--- config.mk ---
export PLATFORM = sky130hd
export DESIGN_NAME = rat_io_ctrl
export DESIGN_NICKNAME = d
export VERILOG_FILES = /design/src/rtl/rat_io_pkg.sv /design/src/rtl/rat_io_sync.sv /design/src/rtl/rat_io_ctrl.sv
export SDC_FILE = /design/constraint.sdc
export NUM_CORES = 1
export LEC_CHECK = 0
export ABC_AREA = 1
export CORE_ASPECT_RATIO = 0.7
export CORE_UTILIZATION = 50
export CTS_BUF_LIST = sky130_fd_sc_hd__clkbuf_4 sky130_fd_sc_hd__clkbuf_8 sky130_fd_sc_hd__clkbuf_16
export CTS_CLUSTER_SIZE = 30
export DETAILED_ROUTE_END_ITERATION = 16
export PLACE_DENSITY = 0.82
export SLEW_MARGIN = 40
export SYNTH_ARGS = -nofsm -noshare
export SYNTH_HDL_FRONTEND = slang
export SYNTH_HIERARCHICAL = 1
export SYNTH_SLANG_ARGS = --single-unit
--- constraint.sdc ---
create_clock -name CLK -period 1.5 [get_ports CLK]
set_input_delay 0.3 -clock CLK [delete_from_list [all_inputs] [get_ports CLK]]
set_output_delay 0.3 -clock CLK [all_outputs]
set_load 0.01 [all_outputs]
--- src/rtl/rat_io_pkg.sv ---
// Shared constants, FSM state type and address-map helper for the RAT I/O controller.
package rat_io_pkg;

  localparam logic [7:0] MASK_ID = 8'hE0;
  localparam logic [7:0] PEND_ID = 8'hE1;

  typedef enum logic [1:0] {
    S_IDLE,
    S_ASSERT,
    S_SERVICE
  } state_e;

  // True when [a_base, a_base+a_num) and [b_base, b_base+b_num) share any ID.
  function automatic logic ranges_overlap(input int a_base, input int a_num,
                                          input int b_base, input int b_num);
    return (a_base < b_base + b_num) && (b_base < a_base + a_num);
  endfunction

endpackage

--- src/rtl/rat_io_sync.sv ---
// Per-bit input conditioning with rising-edge detect. RAT_IO_SYNC_EN selects a
// 2-flop synchronizer ahead of the edge detector; otherwise the input is used directly.
module rat_io_sync #(
  parameter int W = 1
) (
  input  logic         CLK,
  input  logic         RESET,
  input  logic [W-1:0] din,
  output logic [W-1:0] dout,
  output logic [W-1:0] rise
);

`ifdef RAT_IO_SYNC_EN
  localparam int ARM_W = 3;

  logic [W-1:0] s1_q, s1_d;
  logic [W-1:0] s2_q, s2_d;

  always_comb begin
    s1_d = din;
    s2_d = s1_q;
  end

  // NOTE: sequential state uses <= so every flop samples pre-edge values; blocking
  // assignments here would collapse the two synchronizer stages into one.
  always_ff @(posedge CLK or posedge RESET) begin
    if (RESET) begin
      s1_q <= '0;
      s2_q <= '0;
    end else begin
      s1_q <= s1_d;
      s2_q <= s2_d;
    end
  end

  assign dout = s2_q;
`else
  localparam int ARM_W = 1;

  assign dout = din;
`endif

  // Edge detection stays disarmed until the pipeline holds real post-reset samples,
  // so a source already high at release is never mistaken for a rising edge.
  logic [W-1:0]     prev_q, prev_d;
  logic [ARM_W-1:0] arm_q, arm_d;

  always_comb begin
    prev_d = dout;
    arm_d  = (arm_q << 1) | ARM_W'(1);
    rise   = dout & ~prev_q & {W{arm_q[ARM_W-1]}};
  end

  always_ff @(posedge CLK or posedge RESET) begin
    if (RESET) begin
      prev_q <= '0;
      arm_q  <= '0;
    end else begin
      prev_q <= prev_d;
      arm_q  <= arm_d;
    end
  end

endmodule

--- src/rtl/rat_io_ctrl.sv ---
// RAT MCU I/O controller: output registers, input port mux, maskable edge interrupts.
// Optional build macro RAT_IO_SYNC_EN adds 2-flop synchronizers on IN_DATA and IRQ_SRC.
module rat_io_ctrl
  import rat_io_pkg::*;
#(
  parameter int         DATA_W   = 8,
  parameter int         NUM_OUT  = 4,
  parameter int         NUM_IN   = 4,
  parameter int         NUM_IRQ  = 4,
  parameter logic [7:0] OUT_BASE = 8'h40,
  parameter logic [7:0] IN_BASE  = 8'hF0
) (
  input  logic                      CLK,
  input  logic                      RESET,
  input  logic [7:0]                PORT_ID,
  input  logic [DATA_W-1:0]         OUT_PORT,
  input  logic                      IO_STRB,
  output logic [DATA_W-1:0]         IN_PORT,
  input  logic [NUM_IN*DATA_W-1:0]  IN_DATA,
  output logic [NUM_OUT*DATA_W-1:0] OUT_DATA,
  input  logic [NUM_IRQ-1:0]        IRQ_SRC,
  output logic                      INTR,
  input  logic                      INT_ACK
);

  localparam int OB = int'(OUT_BASE);
  localparam int IB = int'(IN_BASE);
  localparam int MB = int'(MASK_ID);
  localparam int PB = int'(PEND_ID);

  if (NUM_OUT < 1 || NUM_OUT > 16 || NUM_IN < 1 || NUM_IN > 16 ||
      NUM_IRQ < 1 || NUM_IRQ > DATA_W) begin : g_bad_param
    $error("rat_io_ctrl: NUM_OUT/NUM_IN/NUM_IRQ out of range");
  end

  if (OB + NUM_OUT > 256 || IB + NUM_IN > 256 ||
      ranges_overlap(OB, NUM_OUT, IB, NUM_IN) ||
      ranges_overlap(OB, NUM_OUT, MB, 1) || ranges_overlap(OB, NUM_OUT, PB, 1) ||
      ranges_overlap(IB, NUM_IN, MB, 1)   || ranges_overlap(IB, NUM_IN, PB, 1)) begin : g_bad_map
    $error("rat_io_ctrl: port ID ranges overlap");
  end

  logic [NUM_IN*DATA_W-1:0] in_sync;
  logic [NUM_IN*DATA_W-1:0] unused_in_rise;
  logic [NUM_IRQ-1:0]       irq_lvl;
  logic [NUM_IRQ-1:0]       irq_rise;

  rat_io_sync #(.W(NUM_IN*DATA_W)) u_in_sync (
    .CLK  (CLK),
    .RESET(RESET),
    .din  (IN_DATA),
    .dout (in_sync),
    .rise (unused_in_rise)
  );

  rat_io_sync #(.W(NUM_IRQ)) u_irq_sync (
    .CLK  (CLK),
    .RESET(RESET),
    .din  (IRQ_SRC),
    .dout (irq_lvl),
    .rise (irq_rise)
  );

  logic [NUM_OUT*DATA_W-1:0] out_q, out_d;
  logic [NUM_IRQ-1:0]        mask_q, mask_d;
  logic [NUM_IRQ-1:0]        pend_q, pend_d;
  logic [NUM_IRQ-1:0]        pend_clr;
  state_e                    state_q, state_d;
  logic                      intr_q, intr_d;
  logic                      pend_wr;
  logic                      active;

  // NOTE: every always_comb output gets a default first; a path that leaves one
  // unassigned would infer a latch.
  always_comb begin
    out_d    = out_q;
    mask_d   = mask_q;
    pend_clr = '0;
    pend_wr  = IO_STRB && (PORT_ID == PEND_ID);
    if (IO_STRB) begin
      for (int i = 0; i < NUM_OUT; i++) begin
        if (PORT_ID == OUT_BASE + 8'(i)) out_d[i*DATA_W +: DATA_W] = OUT_PORT;
      end
      if (PORT_ID == MASK_ID) mask_d   = OUT_PORT[NUM_IRQ-1:0];
      if (PORT_ID == PEND_ID) pend_clr = OUT_PORT[NUM_IRQ-1:0];
    end
    // A fresh edge outranks a same-cycle clear.
    pend_d = (pend_q & ~pend_clr) | irq_rise;
  end

  assign active = |(pend_q & mask_q);

  always_comb begin
    state_d = state_q;
    unique case (state_q)
      S_IDLE:    if (active) state_d = S_ASSERT;
      S_ASSERT:  if (INT_ACK) state_d = S_SERVICE;
                 else if (!active) state_d = S_IDLE;
      S_SERVICE: if (pend_wr) state_d = S_IDLE;
      default:   state_d = S_IDLE;
    endcase
    intr_d = (state_d == S_ASSERT);
  end

  // NOTE: the output registers are a few flops, not a RAM, so they take the async
  // reset like any other state and read 0 the instant RESET rises.
  always_ff @(posedge CLK or posedge RESET) begin
    if (RESET) begin
      out_q   <= '0;
      mask_q  <= '0;
      pend_q  <= '0;
      state_q <= S_IDLE;
      intr_q  <= 1'b0;
    end else begin
      out_q   <= out_d;
      mask_q  <= mask_d;
      pend_q  <= pend_d;
      state_q <= state_d;
      intr_q  <= intr_d;
    end
  end

  always_comb begin
    IN_PORT = '0;
    for (int i = 0; i < NUM_IN; i++) begin
      if (PORT_ID == IN_BASE + 8'(i)) IN_PORT = in_sync[i*DATA_W +: DATA_W];
    end
    if (PORT_ID == MASK_ID) IN_PORT = DATA_W'(mask_q);
    if (PORT_ID == PEND_ID) IN_PORT = DATA_W'(pend_q);
  end

  assign OUT_DATA = out_q;
  assign INTR     = intr_q;

endmodule

---- Yosys cells after proc, flatten, opt, wreduce, memory -nomap -nowiden ----
Index checks and enable logic that the tools add are counted.
word-level totals
  input port bits ......................... 56
  output and inout bits ................... 41
  register bits ........................... 48
  logic and storage cells ................. 51
cells by class
  multiplexer cells ....................... 13
  bitwise operators ....................... 7
  reductions and logical operators ........ 8
  equal/unequal tests ..................... 13
operators with widths
  operator            number
  $eq 8x8->1 const B  6
  $mux 8              6
  $eq 8x7->1 const B  4
  $and 4x4->4         4
  $reduce_and 2->1    5
  $mux 2              4
  $mux 4              2
  $not 4->4           2
  $pmux 2 s3          1
  $eq 2x1->1 const B  2
  $or 4x4->4          1
  $reduce_or 4->1     1
  $eq 2x2->1 const B  1
  $logic_not 2->1     1
  $logic_and 1x1->1   1

---- Logic depth before layout (Yosys ltp) ----
  word-level depth ........................ 7
  depth in mapped cells ................... 8
  gate-level depth less buffers ........... 8

---- Hierarchy ----
The synthesis kept the hierarchy.
by module, submodules not included
  module                    cells each  times used  area each (um2)  seq. area each (um2)
  rat_io_ctrl               272         1           2135.8           1076.0
  rat_io_sync (u_in_sync)   134         1           1355.0           825.8
  rat_io_sync (u_irq_sync)  19          1           192.7            125.1

---- Worst setup path after synthesis ----
OpenSTA, ideal clock, no wires.
  path type ............................... input to output
  start ................................... input port PORT_ID[6]
  end ..................................... output port IN_PORT[4]
  cell stages on the path ................. 7
  arrival time ............................ 1.145 ns
  data required time ...................... 1.200 ns
  slack ................................... 0.055 ns
  path through ............................ nand2_1 nor2_1 buf_4 nand4_1 o21ai_0 nor2_1 nor2_1
between the ends
  cells in the longest elaborated chain, start to end .. 7
ends and longest elaborated chain
  item                 RTL line            source
  start, declared      rat_io_ctrl.sv:15   input logic [7:0] PORT_ID,
  $eq 8x8->1           rat_io_ctrl.sv:126  if (PORT_ID == IN_BASE + 8'(i)) IN_PORT = in_sync[i*DATA_W +: DATA_W];
  $mux 8 (4 in a row)  rat_io_ctrl.sv:126
  $mux 8               rat_io_ctrl.sv:128  if (PORT_ID == MASK_ID) IN_PORT = DATA_W'(mask_q);
  $mux 8 *             rat_io_ctrl.sv:129  if (PORT_ID == PEND_ID) IN_PORT = DATA_W'(pend_q);
  end, declared        rat_io_ctrl.sv:18   output logic [DATA_W-1:0] IN_PORT,
Mark *: on every way between the ends. The rest lies on a longest branch, timed or not.

---- Worst setup path in the final report ----
  start ................................... input port PORT_ID[6]
  end ..................................... output port IN_PORT[7]
Same word-level chain as after synthesis.

==> results summary <==
The run finished, with violations left. The final reports fail on negative setup slack. Max-cap violations in this run came to 0. The critical path start-end classification is primary input to primary output. Power spread over the standard cell area amounts to roughly 740 nW/um^2.

The maximum clock insertion buffer count came out at 2. Static timing analysis puts the maximum clock frequency at a little under 0.6 GHz. The largest fanout on the critical path is 4. Once routing completed, OpenROAD measured the worst setup slack at -0.1850 ns. The number of buffers created by CTS is 5.

The worst register-to-register path begins at state_q[0]. The cell family contributing the most delay on the critical path is buffers and inverters. The later-pin clock latency in the skew report came out at roughly 0.29 ns. Setup repair after global routing could not meet its margin everywhere. Traced cell by cell, the critical path runs through buf_8 > nand2_4 > nor2_4 > buf_6 > buf_6 > nand4_1 > buf_4 > nor2_1 > nor2_1 > buf_2. The die width came out at around 87 um. The number of nets still failing antenna checks after routing came out at 0. The total track usage is 25.16%. The cell area that synthesis handed to floorplanning was about 2500 um^2.

The number of synthesis warnings came out at 6. The worst flop-to-flop path endpoint is state_q[0]. The iteration-0 DRC count of the detailed router came out at 81. The clock transition at the register clock pins on the worst setup and hold paths after CTS came out at ~0.090 ns. The summed negative setup slack over all endpoints is -1.250 ns. At the worst endpoint, the required time is 1.20 ns.

The most critical setup path has its endpoint at IN_PORT[7]. The depth of the worst register-to-register path came out at 3. The number of diodes is 0. The number of cells in the design after placement came out at approximately 470. The longest individual stage delay on the worst path came out at 0.21 ns. The first-pass GRT wire length came out at 10160 um. The maximum level of the CTS H-tree is 2. The root buffer cell chosen for the clock tree is sky130_fd_sc_hd__clkbuf_8. The post-detailed-route via-to-cell ratio is between 4 and 5. The area added between synthesis and finish came out at 47.81%. STA classifies the critical path endpoint as a primary output.

In this run the core area contains 21 standard-cell rows. For the finished layout, the period the worst path requires is between 1.5 and 2 ns. The vertical die dimension is roughly 62 um. In the final layout, the share of cells above drive strength 1 is 21.74%. The mean cell area of the mapped netlist came out at a little under 8 um^2. The die covers between 5000 and 6000 um^2. After the last flow step, the layout net total stands at between 400 and 500.

The final max-slew violation count is 0. The peak ir drop on the vdd network is between 900 and 1000 uV. The number of nets produced by synthesis is around 380.

The most critical setup path has its startpoint at PORT_ID[6]. The final route contains 2400 vias. The number of sinks on the clock net is 48. The remaining design rule violation count came out at 0. The routability-driven placement congestion ratio is around 0.84. The initial antenna violation count came out at 0. The number of global-route vias before repair is 2251. The min-delay analysis places its worst path in the category primary input to async pin. In this run, post-CTS hold repair placed 0 buffers. STA classifies the critical path startpoint as a primary input. The largest individual stage delay along the critical path comes from the cell sky130_fd_sc_hd__buf_4. The fraction of the cycle the final worst path needs is 112.3%. For this design the top-level I/O count stands at between 90 and 100. The wire length per cell is 13.65 um. The post-placement setup slack is -1.070 ns.

The number of endpoints failing setup at the final stage is 8. Once the floorplan was initialized, standard cells occupied ~53% of the core. At the worst endpoint, the arrival time is 1.39 ns. The half-perimeter wire length of the detailed placement result is 4903 um. After technology mapping, the gate count stands at 319.

For flop-to-flop paths, the worst setup slack is around 0.60 ns. The standard cell core area is just under 5000 um^2. The final-report hold violation count is 0. TritonCTS built the clock tree. The first detailed-routing pass took 4 iterations. The count of input and output buffers is 96. The number of buffers and inverters on the critical path is 5. Global routing finished with a remaining overflow of 0. The final setup skew is roughly 0.0023 ns. The instance count on the critical path came out at 10. The total leakage power came out at between 2 and 2.5 nW. Summing internal, switching and leakage power gives between 2 and 3 mW.

The filler-free cell count of the finished design is between 400 and 500. The total wire length came out at approximately 6600 um. For this run, the share of the core covered by cells in the final layout is 77.61%. The largest net degree at the start of global routing came out at 44.
## registers in the layout, summed over array words and instances, names as in the netlist
signal and count:
INTR 1, OUT_DATA 32, mask_q 4, pend_q 4, state_q 2, u_irq_sync/arm_q 1
u_irq_sync/prev_q 4
## stage by stage
stage	instance area, um^2	hold WS [ns]
CTS	3702	0.2080
global route	3752	0.2456
floorplan	2539	0.07852
finish	3752	0.2132
detailed placement	3530	0.4622
global placement	3530	0.4336
## repair_timing
| action | CTS | global route |
|---|---|---|
| buffers inserted | 5 | 0 |
| endpoints found under the setup margin | 45 | 21 |
| resized for setup | 118 | 21 |
| pin swaps | 20 | 11 |
## where the power goes
group	internal (mW)	switching (mW)	total [mW]	leakage [nW]
logic	0.288	0.256	0.544	1.39
registers	1.38	0.0512	1.44	0.626
clock network	0.377	0.428	0.805	0.0516
## worst min path at each step
stage,endpoint,startpoint,slack (ns),cells past startpoint
6_report,u_irq_sync/prev_q[0],RESET,0.21,2
5_1_grt,u_irq_sync/prev_q[0],RESET,0.25,2
4_1_cts,u_irq_sync/prev_q[3],RESET,0.21,2
3_5_place_dp,state_q[1],state_q[1],0.46,1
3_3_place_gp,state_q[1],state_q[1],0.43,1
2_1_floorplan,u_irq_sync/arm_q,RESET,0.08,1
## area by class of cell
cell class                      count  area (um^2)
Clock inverter                      2        13.76
Timing Repair Buffer              126         1201
Clock buffer                        6        82.58
Fill cell                         365         1082
Inverter                           26        103.9
Multi-Input combinational cell    206         1064
Tap cell                           69        86.33
Sequential cell                    48         1201
## cell usage in the layout, fill, tap and decap left out, drive strengths merged, types with 2 or more instances in the layout
| cell type | n |
|---|---|
| nand4 | 9 |
| dfrtp | 48 |
| nor2 | 52 |
| nand3 | 12 |
| o21ai | 27 |
| clkbuf | 6 |
| a21oi | 18 |
| dlymetal6s2s | 13 |
| clkdlybuf4s50 | 48 |
| a41oi | 2 |
| nand2 | 85 |
| inv | 26 |
| buf | 45 |
| dlygate4sd2 | 19 |
## routing by layer
metal	GRT usage, %	vias to the layer above	part of all wire [%]
met2	46.68	79	50
met1	31.15	1140	44
met5	0	-	0
met3	5.362	4	5.7
li1	-	1177	-
met4	5.152	0	0.55
Power figures use the tool's default switching activity.
